### src/rtl/spectrogram_frame_receiver.sv
// Receive-side deserializer for the spectrogram serial readout link.
// Rebuilds the timestamp header and data words, counts words per frame and flags framing errors.
module spectrogram_frame_receiver #(
  parameter int TS_W      = 31,
  parameter int WORD_W    = 8,
  parameter int MAX_WORDS = 400,
  parameter int CNT_W     = 9
) (
  input  logic              clk,
  input  logic              reset,
  input  logic              s_frame,
  input  logic              s_bit_valid,
  input  logic              s_sel,
  input  logic              s_data,
  output logic [TS_W-1:0]   ts_out,
  output logic              ts_valid,
  output logic [WORD_W-1:0] word_out,
  output logic              word_valid,
  output logic [CNT_W-1:0]  word_idx,
  output logic              frame_done,
  output logic [CNT_W-1:0]  frame_words,
  output logic              err_hdr,
  output logic              err_partial,
  output logic              err_ovf,
  output logic [1:0]        dbg_state
);

  localparam int BIT_W = $clog2((TS_W > WORD_W) ? TS_W : WORD_W);

  typedef enum logic [1:0] {
    ST_IDLE = 2'd0,
    ST_HDR  = 2'd1,
    ST_DATA = 2'd2,
    ST_END  = 2'd3
  } state_t;

  state_t            state_q, state_d;
  logic              frame_prev_q;
  logic [TS_W-1:0]   hdr_sr_q, hdr_sr_d;
  logic [WORD_W-1:0] word_sr_q, word_sr_d;
  logic [BIT_W-1:0]  bit_cnt_q, bit_cnt_d;
  logic [CNT_W-1:0]  word_cnt_q, word_cnt_d;
  logic [TS_W-1:0]   ts_out_q, ts_out_d;
  logic              ts_valid_q, ts_valid_d;
  logic [WORD_W-1:0] word_out_q, word_out_d;
  logic              word_valid_q, word_valid_d;
  logic [CNT_W-1:0]  word_idx_q, word_idx_d;
  logic              frame_done_q, frame_done_d;
  logic [CNT_W-1:0]  frame_words_q, frame_words_d;
  logic              err_hdr_q, err_hdr_d;
  logic              err_partial_q, err_partial_d;
  logic              err_ovf_q, err_ovf_d;

  // Link semantics: a bit is consumed only when s_bit_valid is high while s_frame is high;
  // there is no back-pressure, every qualified strobe must be absorbed in its cycle.
  logic strobe, frame_rise, hdr_bit;
  assign strobe     = s_bit_valid && s_frame;
  assign frame_rise = s_frame && !frame_prev_q;

  always_comb begin
    state_d       = state_q;
    hdr_sr_d      = hdr_sr_q;
    word_sr_d     = word_sr_q;
    bit_cnt_d     = bit_cnt_q;
    word_cnt_d    = word_cnt_q;
    ts_out_d      = ts_out_q;
    ts_valid_d    = 1'b0;
    word_out_d    = word_out_q;
    word_valid_d  = 1'b0;
    word_idx_d    = word_idx_q;
    frame_done_d  = 1'b0;
    frame_words_d = frame_words_q;
    err_hdr_d     = err_hdr_q;
    err_partial_d = err_partial_q;
    err_ovf_d     = err_ovf_q;
    hdr_bit       = 1'b0;

    case (state_q)
      ST_IDLE: begin
        if (frame_rise) begin
          state_d       = ST_HDR;
          hdr_sr_d      = '0;
          word_sr_d     = '0;
          bit_cnt_d     = '0;
          word_cnt_d    = '0;
          err_hdr_d     = 1'b0;
          err_partial_d = 1'b0;
          err_ovf_d     = 1'b0;
          hdr_bit       = 1'b1;
        end
      end
      ST_HDR: begin
        if (!s_frame) begin
          state_d       = ST_END;
          err_partial_d = 1'b1;
          bit_cnt_d     = '0;
        end else begin
          hdr_bit = 1'b1;
        end
      end
      ST_DATA: begin
        if (!s_frame) begin
          state_d = ST_END;
          if (bit_cnt_q != '0) err_partial_d = 1'b1;
          bit_cnt_d = '0;
        end else if (strobe) begin
          if (!s_sel) begin
            err_hdr_d = 1'b1;
          end else begin
            word_sr_d = {word_sr_q[WORD_W-2:0], s_data};
            if (bit_cnt_q == BIT_W'(WORD_W - 1)) begin
              bit_cnt_d = '0;
              // Counter saturates at MAX_WORDS; surplus words are dropped.
              if (word_cnt_q == CNT_W'(MAX_WORDS)) begin
                err_ovf_d = 1'b1;
              end else begin
                word_out_d   = word_sr_d;
                word_idx_d   = word_cnt_q;
                word_valid_d = 1'b1;
                word_cnt_d   = word_cnt_q + CNT_W'(1);
              end
            end else begin
              bit_cnt_d = bit_cnt_q + BIT_W'(1);
            end
          end
        end
      end
      ST_END: begin
        frame_done_d  = 1'b1;
        frame_words_d = word_cnt_q;
        state_d       = ST_IDLE;
      end
      default: state_d = ST_IDLE;
    endcase

    // Header bit handling is shared by HDR and the frame-start cycle in IDLE.
    if (hdr_bit && strobe) begin
      if (s_sel) begin
        err_hdr_d = 1'b1;
      end else begin
        hdr_sr_d = {hdr_sr_d[TS_W-2:0], s_data};
        if (bit_cnt_d == BIT_W'(TS_W - 1)) begin
          ts_out_d   = hdr_sr_d;
          ts_valid_d = 1'b1;
          bit_cnt_d  = '0;
          state_d    = ST_DATA;
        end else begin
          bit_cnt_d = bit_cnt_d + BIT_W'(1);
        end
      end
    end
  end

  always_ff @(posedge clk or posedge reset) begin
    if (reset) begin
      state_q       <= ST_IDLE;
      frame_prev_q  <= 1'b0;
      hdr_sr_q      <= '0;
      word_sr_q     <= '0;
      bit_cnt_q     <= '0;
      word_cnt_q    <= '0;
      ts_out_q      <= '0;
      ts_valid_q    <= 1'b0;
      word_out_q    <= '0;
      word_valid_q  <= 1'b0;
      word_idx_q    <= '0;
      frame_done_q  <= 1'b0;
      frame_words_q <= '0;
      err_hdr_q     <= 1'b0;
      err_partial_q <= 1'b0;
      err_ovf_q     <= 1'b0;
    end else begin
      state_q       <= state_d;
      frame_prev_q  <= s_frame;
      hdr_sr_q      <= hdr_sr_d;
      word_sr_q     <= word_sr_d;
      bit_cnt_q     <= bit_cnt_d;
      word_cnt_q    <= word_cnt_d;
      ts_out_q      <= ts_out_d;
      ts_valid_q    <= ts_valid_d;
      word_out_q    <= word_out_d;
      word_valid_q  <= word_valid_d;
      word_idx_q    <= word_idx_d;
      frame_done_q  <= frame_done_d;
      frame_words_q <= frame_words_d;
      err_hdr_q     <= err_hdr_d;
      err_partial_q <= err_partial_d;
      err_ovf_q     <= err_ovf_d;
    end
  end

  assign ts_out      = ts_out_q;
  assign ts_valid    = ts_valid_q;
  assign word_out    = word_out_q;
  assign word_valid  = word_valid_q;
  assign word_idx    = word_idx_q;
  assign frame_done  = frame_done_q;
  assign frame_words = frame_words_q;
  assign err_hdr     = err_hdr_q;
  assign err_partial = err_partial_q;
  assign err_ovf     = err_ovf_q;
  assign dbg_state   = state_q;

endmodule

### config.mk
export PLATFORM = sky130hd
export DESIGN_NAME = spectrogram_frame_receiver
export DESIGN_NICKNAME = d
export VERILOG_FILES = /design/src/rtl/spectrogram_frame_receiver.sv
export SDC_FILE = /design/constraint.sdc
export NUM_CORES = 1
export LEC_CHECK = 0
export BUFFER_PORTS_ARGS = -buffer_cell sky130_fd_sc_hd__buf_2
export CORE_ASPECT_RATIO = 0.6
export CORE_MARGIN = 2
export CORE_UTILIZATION = 57
export DETAILED_ROUTE_END_ITERATION = 12
export PLACE_DENSITY = 0.87
export SLEW_MARGIN = 20
export SYNTH_ARGS = -nofsm -noshare
export SYNTH_HDL_FRONTEND = slang
export SYNTH_SLANG_ARGS = --single-unit
### constraint.sdc
create_clock -name clk -period 4 [get_ports clk]
set_input_delay 0 -clock clk [delete_from_list [all_inputs] [get_ports clk]]
set_output_delay 0 -clock clk [all_outputs]
set_load 0.01 [all_outputs]
==> impl_metrics.yaml <==
placed_design:
  io_buffers: 70
  dp_cells: 669
  preCtsSetupSlack_ns: 0.807
  dp_hpwl_mm: 7.49
  place_congestion: 0.919
clock_tree:
  postCtsSetupBuffers: 0
  cts-htree-levels: 4
  ctsResizeCount: 0
  cts_buffers: 17
  root_buffer: "clkbuf_16"
  insertion_delay_ns: 0.42
  postCtsHoldBufs: 3
  clk_pin_slew_ns: 0.05
  clock_sinks: 117
  cts_tree: "built"
  clockBufferDepth: 2
setup_path:
  rrSetupSlack_ns: 0.73
  cp_max_fo: 15
  arrival_ns: 3.56
  worstRegToRegCells: 10
  start_kind: "flop"
  worstPathRequired_ns: 4.29
  r2r_start: "dbg_state[0]$_DFF_PP0_"
  timing.rr.end: "ts_out[0]$_DFFE_PP0P_"
  endpoint_kind: "flop"
  critPathKind: "flop to flop"
sta:
  worstMarginPinSlew_ns: 0.999
  final_hold_viol_count: 0
  fin_worst_skew_ns: 0.0111
  slew_violations: 0
  timing.fmax_mhz: 306
  rsz0062_at_grt: "false"
  slew_headroom_pct: 32.8
  worst_slack_ns: 0.730
  setup_violations: 0
  period_share_pct: 81.8
  setup_tns_ns: 0
  fin_crit_ns: 3.27
floorplan:
  ioPinCount: 71
  die_y_um: 78.7
  start_util_pct: 58.3
  num_rows: 27
  die_w_um: 128
  dieArea_sq_um: 10100
  core_sq_um: 9090
yosys:
  synth_area_leaders: "dfrtp_1 55%, nand2_1 7.3%, mux2_2 6.0%, mux2i_1 5.9%, a21oi_1 3.6%"
  synthArstFlopShare_pct: 100
  synth_enable_flop_cells: 0
  synth.net_count: 516
  synth_flop_cell: "dfrtp_1"
  yosysTopAreaCellShare_pct: 55.3
  synth_cells: 500
  ys_ff_latch: 117
  yosysSeqAreaShare_pct: 55.3
  yosysWarningCount: 0
  syn_area_per_cell_sq_um: 10.6
  synth_area_leader_cell: "dfrtp_1"
  synth_cell_types: 59
  netlist_area_sq_um: 5290
power:
  power.density_nw_per_um2: 551
  intPower_uw: 2470
  p_leak_uw: 0.00303
  p_sw_share_pct: 29.0
  p_switching_uw: 1010
  power_frac_comb_pct: 18.3
  seqPwrFrac_pct: 39.6
  ir_worst_vdd_uv: 354
  pwr-share-clk_pct: 42.2
detailed_routing:
  drtIter0Drc: 512
  viasPerCell: 5.64
  drc: 0
  vias: 3968
  drt_pass1_iterations: 6
  detail-route-antenna-nets: 0
  wl_mm: 11.6
  post_drt_wl_per_cell_um: 16.5
cells_and_area:
  layout-drive-gt1-share_pct: 24.9
  layout.cells.non_filler: 703
  nNetsFinal: 591
  layout_common_cells: "117 x dfrtp_1, 103 x nand2_1, 70 x buf_2"
  layout-area-overhead-vs-synth_pct: 19.3
  insertedDiodeCount: 0
  n_fill_cell: 627
  final_common_cell: "dfrtp_1"
grt:
  grt_remaining_overflow: 0
  track_usage_pct: 24.9
  grt_max_degree: 77
  antenna_found_initial: 0
  grt_pass1_vias: 3847
  grt_pass1_wl_mm: 19.3
min_path:
  hold_depth: 4
  min_to: "err_hdr$_DFF_PP0_"
  hold_path_class: "input port to flop"
  min_from: "s_bit_valid"
status:
  status: "complete, no violations"
run:
  maxCapViolations: 0
==> per-stage QoR <==
step | power [uW] | utilization [%] | cell area (sq um) | hold WS (ns)
2_1_floorplan | 1800 | - | 5290 | 0.0314
3_3_place_gp | 1980 | 62.8 | 5710 | 0.244
3_5_place_dp | 2010 | 62.8 | 5710 | 0.261
4_1_cts | 3480 | 69.5 | 6320 | 0.167
5_1_grt | 3640 | 69.5 | 6320 | 0.229
6_report | 3480 | 69.5 | 6320 | 0.174
==> state kept, by name, indices dropped and copies added (netlist names), 2 cells and up <==
signal / flops
dbg_state: 2
hdr_sr_q: 30
word_cnt_q: 9
ts_out: 31
word_sr_q: 7
bit_cnt_q: 5
frame_words: 9
word_out: 8
word_idx: 9
==> kinds of logic (layout without fill, tap and decap cells) <==
| group | Yosys count | in the layout | synth area share [%] |
|---|---|---|---|
| AO/OA/AOI/OAI | 84 | 84 | 10.2 |
| XOR/XNOR | 4 | 4 | 0.662 |
| adder cells (fa/ha/maj) | 10 | 10 | 2.36 |
| buffers and inverters | 70 | 157 | 6.12 |
| flip-flops | 117 | 117 | 55.3 |
| multiplexers | 60 | 60 | 12.0 |
| AND/OR/NAND/NOR | 155 | 155 | 13.3 |
==> layer usage <==
metal  track usage [%]  routed length [um]  up-vias  part of all wire [%]
met5                 0                   0        -                     0
met2              37.1                5310      168                    46
met1              35.1                5220     1930                    45
met3              8.11                 848       27                   7.3
li1                  -                   -     1843                     -
met4              7.36                 187        0                   1.6
==> power by group through the flow <==
| stage | clock (uW) | sequential [uW] | combinational, uW |
|---|---|---|---|
| finish | 1470 | 1380 | 635 |
| global route | 1550 | 1390 | 706 |
| CTS | 1480 | 1370 | 631 |
| detailed placement | 0 | 1390 | 621 |
| global placement | 0 | 1380 | 597 |
| floorplan | 0 | 1390 | 414 |
==> area by class of cell <==
type	count	area [sq um]	area share, %
Tap cell	116	145	2.30
Sequential cell	117	2930	46.4
Clock inverter	9	103	1.62
Inverter	45	171	2.71
Timing Repair Buffer	81	440	6.97
Clock buffer	22	474	7.51
Multi-Input combinational cell	313	2050	32.5
==> how the worst max path moves through the flow <==
stage	from	endpoint	slack, ns	depth (start not counted)
2_1_floorplan	reset	bit_cnt_q[0]$_DFF_PP0_	0.90	1
3_3_place_gp	dbg_state[0]$_DFF_PP0_	ts_out[0]$_DFFE_PP0P_	1.04	9
3_5_place_dp	dbg_state[0]$_DFF_PP0_	ts_out[0]$_DFFE_PP0P_	0.81	10
4_1_cts	dbg_state[0]$_DFF_PP0_	ts_out[11]$_DFFE_PP0P_	0.77	10
5_1_grt	dbg_state[0]$_DFF_PP0_	ts_out[0]$_DFFE_PP0P_	0.47	10
6_report	dbg_state[0]$_DFF_PP0_	ts_out[0]$_DFFE_PP0P_	0.73	10
==> critical path, stage by stage (launching register included) <==
cell	delay, ns
dfrtp_1	0.43
inv_1	0.10
ha_1	0.49
nand3b_1	0.28
o221ai_1	0.40
a21o_1	0.23
ha_1	0.18
nand2_1	0.12
nor4b_4	0.26
buf_4	0.30
mux2_1	0.35
==> Yosys cell counts (all sizes together), types with 2 or more instances <==
library cell	number
mux2i	31
nor3	4
o211ai	2
a21o	7
o31ai	2
and2	2
o2111ai	2
a22o	7
nand3	9
mux2	29
and3	3
buf	11
inv	45
and3b	2
nor2	14
o21a	2
a31oi	2
clkbuf	14
nor4	3
o21ai	9
xnor2	4
a21oi	38
dfrtp	117
ha	10
nand2	103
o221ai	3
Power figures use the tool's default switching activity.
